### config.mk
export PLATFORM = sky130hd
export DESIGN_NAME = instr_fetch
export DESIGN_NICKNAME = d
export VERILOG_FILES = /design/src/rtl/cpu_pkg.sv /design/src/rtl/if_id_reg.sv /design/src/rtl/instr_fetch.sv
export SDC_FILE = /design/constraint.sdc
export NUM_CORES = 1
export LEC_CHECK = 0
export ABC_AREA = 1
export BUFFER_PORTS_ARGS = -buffer_cell sky130_fd_sc_hd__buf_2
export CORE_MARGIN = 1.5
export CORE_UTILIZATION = 45
export DETAILED_ROUTE_END_ITERATION = 10
export HOLD_SLACK_MARGIN = 0.08
export PLACE_DENSITY_LB_ADDON = 0.15
export SLEW_MARGIN = 20
export SYNTH_ARGS = -nofsm -noshare
export SYNTH_HDL_FRONTEND = slang
export SYNTH_HIERARCHICAL = 1
export SYNTH_SLANG_ARGS = --single-unit
### constraint.sdc
create_clock -name clk -period 1.83 [get_ports clk]
set_input_delay 0.0915 -clock clk [delete_from_list [all_inputs] [get_ports clk]]
set_output_delay 0.0915 -clock clk [all_outputs]
set_load 0.005 [all_outputs]
### src/rtl/cpu_pkg.sv
// Shared CPU constants and types: instruction/address widths, NOP/HLT encodings,
// and the fetch-stage state enum.
package cpu_pkg;

  localparam int unsigned IW = 17;
  localparam int unsigned AW = 16;

  typedef logic [IW-1:0] instr_t;

  localparam instr_t     NOP_INSTR = 17'h0F000;
  localparam logic [4:0] HLT_OP    = 5'h1F;

  typedef enum logic {
    FS_RUN  = 1'b0,
    FS_HALT = 1'b1
  } fetch_state_t;

endpackage

### src/rtl/if_id_reg.sv
// IF/ID pipeline register: reset > hold > squash (NOP, vld=0) > load.
module if_id_reg
  import cpu_pkg::*;
#(
  parameter int unsigned    IW        = cpu_pkg::IW,
  parameter int unsigned    AW        = cpu_pkg::AW,
  parameter logic [IW-1:0]  NOP_INSTR = cpu_pkg::NOP_INSTR
) (
  input  logic          clk,
  input  logic          rst,
  input  logic          hold,
  input  logic          squash,
  input  logic [IW-1:0] ld_instr,
  input  logic [AW-1:0] ld_pc,
  output logic [IW-1:0] instr_q,
  output logic [AW-1:0] pc_q,
  output logic          vld_q
);

  always_ff @(posedge clk) begin
    if (rst) begin
      instr_q <= NOP_INSTR;
      pc_q    <= '0;
      vld_q   <= 1'b0;
    end else if (hold) begin
      instr_q <= instr_q;
      pc_q    <= pc_q;
      vld_q   <= vld_q;
    end else if (squash) begin
      instr_q <= NOP_INSTR;
      pc_q    <= '0;
      vld_q   <= 1'b0;
    end else begin
      instr_q <= ld_instr;
      pc_q    <= ld_pc;
      vld_q   <= 1'b1;
    end
  end

endmodule

### src/rtl/instr_fetch.sv
// Fetch stage: owns the PC, drives IM address/read enable, fills IF/ID.
// Optional HLT detection enabled by defining INSTR_FETCH_HLT_DETECT_EN.
module instr_fetch
  import cpu_pkg::*;
#(
  parameter int unsigned    IW        = cpu_pkg::IW,
  parameter int unsigned    AW        = cpu_pkg::AW,
  parameter logic [IW-1:0]  NOP_INSTR = cpu_pkg::NOP_INSTR
) (
  input  logic          clk,
  input  logic          rst,
  input  logic          stall_IF,
  input  logic          flow_change_EX,
  input  logic [AW-1:0] dst_EX,
  input  logic [IW-1:0] instr,
  output logic [AW-1:0] addr,
  output logic          rd_en,
  output logic [IW-1:0] instr_IF_ID,
  output logic [AW-1:0] pc_IF_ID,
  output logic          vld_IF_ID,
  output logic          halted
);

  logic [AW-1:0] pc;
  logic [AW-1:0] pc_inc;
  logic          fetch_run;
  logic          capture;

  assign pc_inc  = pc + AW'(1);
  assign capture = ~flow_change_EX & ~stall_IF & fetch_run;

`ifdef INSTR_FETCH_HLT_DETECT_EN
  fetch_state_t state_q;
  fetch_state_t state_d;

  always_ff @(posedge clk) begin
    if (rst) state_q <= FS_RUN;
    else     state_q <= state_d;
  end

  always_comb begin
    state_d = state_q;
    if (flow_change_EX)
      state_d = FS_RUN;
    else if (capture && (instr[IW-1 -: 5] == HLT_OP))
      state_d = FS_HALT;
  end

  always_comb begin
    fetch_run = (state_q == FS_RUN);
    halted    = (state_q == FS_HALT);
  end
`else
  always_comb begin
    fetch_run = 1'b1;
    halted    = 1'b0;
  end
`endif

  always_ff @(posedge clk) begin
    if (rst)                 pc <= '0;
    else if (flow_change_EX) pc <= dst_EX;
    else if (capture)        pc <= pc_inc;
  end

  assign addr  = pc;
  assign rd_en = ~rst & fetch_run & (~stall_IF | flow_change_EX);

  // A redirect beats a stall, so hold is masked by flow_change_EX; HALT squashes.
  if_id_reg #(
    .IW        (IW),
    .AW        (AW),
    .NOP_INSTR (NOP_INSTR)
  ) u_if_id_reg (
    .clk      (clk),
    .rst      (rst),
    .hold     (stall_IF & ~flow_change_EX),
    .squash   (flow_change_EX | ~fetch_run),
    .ld_instr (instr),
    .ld_pc    (pc_inc),
    .instr_q  (instr_IF_ID),
    .pc_q     (pc_IF_ID),
    .vld_q    (vld_IF_ID)
  );

endmodule

Word-level counts from Yosys, hierarchy flattened --
Index checks and enable logic that the tools add are counted.
Storage, ports and cells: register bits 50, output and inout port bits 52, word-level logic and storage cells 18
Operators by class: add/sub/neg operators 1, reductions and logical operators 1, multiplexer cells 5, bitwise gates (word level) 7
Operator list (count):
- two-way mux 16 bit | 3
- two-way mux 17 bit | 1
- adder 16 x 1 -> 16 bit (second input constant) | 1
- AND 1 bit | 3
- NOT 1 bit | 3
- nonzero test 2 bit | 1
- two-way mux 1 bit | 1
- OR 1 bit | 1

Longest topological paths before layout --
depth in word-level cells 4, depth in mapped cells 9

Cells and area by module --
Netlist, hierarchy kept.
Modules (own cells, without submodules):
- if_id_reg | cells each 148, area an instance 1402.6 um^2, times used 1, sequential area each 680.7 um^2
- instr_fetch | cells each 175, area an instance 1076.0 um^2, times used 1, sequential area each 320.3 um^2

Least setup slack after synthesis --
OpenSTA, ideal clock, no wires.
path kind reg2reg, start point register pc[0], in the netlist addr[0], end point register u_if_id_reg.pc_q[10], stages on the path, launching flop included 10, buffers on the path 0, period minus slack after synthesis 1413 ps, library setup time 125 ps, path slack 417 ps, arrival 1289 ps, data required time 1705 ps, cells stage by stage dfxtp_1 ha_1 nand3_2 inv_1 nand2_1 nor2_1 nand2_1 and2_1 nand2_2 a21oi_2
Between the ends: word-level cells in the longest chain between the ends 2
RTL lines:
- start, declared | line instr_fetch.sv:24 | logic [AW-1:0] pc;
- start signal, assigned | line instr_fetch.sv:62 | else if (flow_change_EX) pc <= dst_EX;
- start signal, assigned | line instr_fetch.sv:63 | else if (capture) pc <= pc_inc;
- adder 16 x 1 -> 16 bit | line instr_fetch.sv:29 | assign pc_inc = pc + AW'(1);
- named net pc_inc[10] | line instr_fetch.sv:25 | logic [AW-1:0] pc_inc;
- two-way mux 16 bit | line if_id_reg.sv:29 | end else if (squash) begin
- end signal, assigned | line if_id_reg.sv:27 | pc_q <= pc_q;
- end signal, assigned | line if_id_reg.sv:35 | pc_q <= ld_pc;
- end, declared | line if_id_reg.sv:16 | output logic [AW-1:0] pc_q,
The timed path passes the listed nets, and every way through them passes these cells. A chain may end at the register's enable or synchronous reset.

Final worst setup path --
Same ends and word-level chain as after synthesis.

==> flow_metrics.env <==
export IMPL_end_kind="register"
export IMPL_start_kind="register"
export IMPL_clk_pin_slew_ps=100
export IMPL_start_util_pct=47.6
export IMPL_wirelength_um=6360
export IMPL_die_height_um=77.2
export IMPL_tns_ps=0
export IMPL_critPathMaxFanout=6
export IMPL_cts_setup_buffers=0
export IMPL_crit_buf_inv=1
export IMPL_grt_pass1_vias=2337
export IMPL_arrival_ps=1710
export IMPL_routabilityCongestion=0.859
export IMPL_grt_pass1_wl_um=10800
export IMPL_p_int_mw=1.72
export IMPL_clkPwrFrac_pct=33.7
export IMPL_swShare_pct=26.8
export IMPL_slew_headroom_pct=51.9
export IMPL_post_route_drc_count=0
export IMPL_utilization_pct=62.9
export IMPL_gr_total_overflow=0
export IMPL_holdCritStartpoint="dst_EX[13]"
export IMPL_path_common_cell="nand2_1"
export IMPL_fillers=476
export IMPL_worstReg2RegEnd="u_if_id_reg/pc_q[10]$_SDFFE_PP0N_"
export IMPL_regToRegStartpoint="addr[0]$_SDFFE_PP0P_"
export IMPL_die_area_mm2=0.00596
export IMPL_drv_cap=0
export IMPL_peakVddDrop_v=0.000308
export IMPL_cts_buffers=5
export IMPL_drive_gt1_share_pct=40.2
export IMPL_cts_max_path_buffers=2
export IMPL_p_per_area_mw_per_mm2=717
export IMPL_cts_sink_count=50
export IMPL_core_mm2=0.00520
export IMPL_via_count=2389
export IMPL_ff2ff_setup_slack_ps=290
export IMPL_portBuffers=87
export IMPL_fin_crit_sh_pct=84.4
export IMPL_p_leak_nw=1.42
export IMPL_cp_cell_sequence="ha_1, nand3_2, inv_1, nand2_1, nor2_1, nand2_1, and2_1, nand2_2, a21oi_2"
export IMPL_grt_use_total_pct=22.5
export IMPL_critPathTopFamily="simple AND/OR/NAND/NOR gates"
export IMPL_via_per_inst=4.78
export IMPL_rows=26
export IMPL_hp_class="primary input to register"
export IMPL_syn_to_final_growth_pct=32.1
export IMPL_crit_slowest_cell="dfxtp_1"
export IMPL_power_frac_seq_pct=50.3
export IMPL_synth_ff_latch_count=50
export IMPL_drt_initial_drc_count=121
export IMPL_cp_required_ps=2000
export IMPL_clk_latency_ps=300
export IMPL_crit_type="register to register"
export IMPL_switchingPower_uw=629
export IMPL_reg2regPathDepth=9
export IMPL_die_w_um=77.2
export IMPL_final_hold_viol_count=0
export IMPL_post_cts_resized=0
export IMPL_diodes=0
export IMPL_drtPass1Iterations=5
export IMPL_wl_per_cell_um=12.7
export IMPL_maxSlewViolCount=0
export IMPL_synthesis_nets=361
export IMPL_syn_inst=323
export IMPL_hpwl_um=4210
export IMPL_htreeDepth=2
export IMPL_hold_path_endpoint="addr[13]$_SDFFE_PP0P_"
export IMPL_setup_viol_count_final=0
export IMPL_power_frac_comb_pct=16.0
export IMPL_seq_area_frac_synth_pct=40.4
export IMPL_ant_nets=0
export IMPL_cts_tree="yes"
export IMPL_worstMarginPinSlew_ps=722
export IMPL_hold_depth=5
export IMPL_grt_max_degree=32
export IMPL_root_buffer="clkbuf_8"
export IMPL_rsz0062_at_grt="no"
export IMPL_syn_mean_instance_area_um2=7.67
export IMPL_min_period_ps=1540
export IMPL_fmax_mhz=647
export IMPL_pin_count=89
export IMPL_run_status="finished clean"
export IMPL_yosysWarnings=6
export IMPL_antenna_found_initial=0
export IMPL_max_stage_delay_ps=410
export IMPL_yosysUniqueCellTypes=30
export IMPL_finClkSkew_ps=8.28
export IMPL_syn_cell_area_mm2=0.00248
export IMPL_nets=467
-- power groups by stage --
stage                     sequential [mW]  clock [mW]  combinational, mW
after floorplan                      1.21           0              0.206
after global placement               1.21           0              0.337
after detailed placement             1.21           0              0.339
after CTS                            1.18       0.812              0.373
after global routing                 1.19       0.868              0.413
final                                1.18       0.792              0.374
-- repair_timing --
| item | CTS | global route |
|---|---|---|
| endpoints found under the setup margin | 0 | 0 |
| hold buffers | 20 | 0 |
| hold endpoints to repair | 20 | 0 |
-- flip-flops by register name, indices dropped and copies added, names as in the netlist --
signal	cells
u_if_id_reg/vld_q	1
u_if_id_reg/pc_q	16
u_if_id_reg/instr_q	17
addr	16
-- Yosys cell counts --
| master | number | share of area, % |
|---|---|---|
| buf_2 | 8 | 1.6 |
| ha_1 | 1 | 0.50 |
| clkbuf_1 | 2 | 0.30 |
| nand3_2 | 1 | 0.40 |
| o21ai_1 | 2 | 0.40 |
| buf_1 | 1 | 0.15 |
| nor2_2 | 5 | 1.3 |
| o21ai_0 | 14 | 2.8 |
| a2111oi_0 | 1 | 0.35 |
| a31oi_1 | 3 | 0.76 |
| nand2_1 | 85 | 13 |
| and2_1 | 2 | 0.50 |
| clkinv_1 | 1 | 0.15 |
| buf_4 | 2 | 0.61 |
| xnor2_1 | 2 | 0.71 |
| inv_1 | 24 | 3.6 |
| buf_6 | 1 | 0.45 |
| a31o_2 | 1 | 0.35 |
| a22o_1 | 2 | 0.71 |
| nand2_2 | 31 | 7.8 |
| nand3_1 | 13 | 2.6 |
| nand4_1 | 2 | 0.50 |
| buf_8 | 3 | 1.8 |
| a21oi_2 | 30 | 11 |
| nor2_1 | 18 | 2.7 |
| conb_1 | 1 | 0.15 |
| dfxtp_1 | 50 | 40 |
| xor2_1 | 5 | 1.8 |
| a21oi_1 | 11 | 2.2 |
| nor2_8 | 1 | 0.81 |
-- layout make-up --
class                           instances  area [um^2]  share of cell area [%]
Clock inverter                          3         45.0                    1.38
Tap cell                               70         87.6                    2.68
Sequential cell                        50         1000                    30.6
Timing Repair Buffer                  116          716                    21.9
Multi-Input combinational cell        231         1260                    38.5
Inverter                               25         93.8                    2.87
Clock buffer                            5         68.8                    2.10
-- layer usage --
| metal | GRT usage, % | routed length [um] |
|---|---|---|
| met1 | 29.9 | 2980 |
| met2 | 36.8 | 2880 |
| met3 | 4.52 | 440 |
| met4 | 6.73 | 67 |
| met5 | 0 | 0 |
-- stage by stage --
stage	setup WS (ps)	hold WS, ps	instance area (um^2)	total power [mW]	std cells
6_report	285	104	3270	2.35	500
5_1_grt	141	123	3270	2.47	500
4_1_cts	286	100	3270	2.37	500
3_5_place_dp	306	317	2960	1.54	472
3_3_place_gp	335	325	2960	1.54	472
2_1_floorplan	417	226	2480	1.41	323
-- cell usage in the layout (no fill, tap or decap) --
cell / synthesis / layout
a31o_2: 1 / 1
dfxtp_1: 50 / 50
and2_1: 2 / 2
nand2_2: 31 / 31
nand3_1: 13 / 13
nor2_2: 5 / 5
buf_2: 8 / 87
conb_1: 1 / 1
nand3_2: 1 / 1
clkinvlp_4: 0 / 2
xnor2_1: 2 / 2
dlygate4sd3_1: 0 / 20
xor2_1: 5 / 5
clkinv_1: 1 / 1
o21ai_1: 2 / 2
nor2_1: 18 / 18
inv_1: 24 / 24
ha_1: 1 / 1
a21oi_2: 30 / 30
a2111oi_0: 1 / 1
nand4_1: 2 / 2
a22o_1: 2 / 2
nand2_1: 85 / 85
a31oi_1: 3 / 3
buf_4: 2 / 8
buf_12: 0 / 1
a21oi_1: 11 / 11
o21ai_0: 14 / 14
bufinv_16: 0 / 1
nor2_8: 1 / 1
clkbuf_8: 0 / 5
-- worst max-delay path by stage --
stage / start / endpoint / cells past startpoint / slack (ps)
floorplan: addr[0]$_SDFFE_PP0P_ / u_if_id_reg/pc_q[10]$_SDFFE_PP0N_ / 9 / 420
detailed placement: addr[0]$_SDFFE_PP0P_ / u_if_id_reg/pc_q[10]$_SDFFE_PP0N_ / 9 / 310
finish: addr[0]$_SDFFE_PP0P_ / u_if_id_reg/pc_q[10]$_SDFFE_PP0N_ / 9 / 290
global placement: addr[0]$_SDFFE_PP0P_ / u_if_id_reg/pc_q[10]$_SDFFE_PP0N_ / 9 / 330
CTS: addr[0]$_SDFFE_PP0P_ / u_if_id_reg/pc_q[10]$_SDFFE_PP0N_ / 9 / 290
global route: addr[0]$_SDFFE_PP0P_ / u_if_id_reg/pc_q[10]$_SDFFE_PP0N_ / 8 / 140
-- worst min-delay path: cells and delay by family --
| kind | cells | cell delay (ps) |
|---|---|---|
| buffers and inverters | 1 | 70 |
| AO/OA/AOI/OAI | 2 | 100 |
| AND/OR/NAND/NOR | 2 | 110 |
-- kinds of logic after synthesis --
family | share of synthesized area [%]
flip-flops | 40.4
AND/OR/NAND/NOR | 29.5
other | 0.151
adder cells (fa/ha/maj) | 0.505
AO/OA/AOI/OAI | 18.2
XOR/XNOR | 2.47
buffers and inverters | 8.73
No activity file was read; power rests on OpenSTA's default activity.
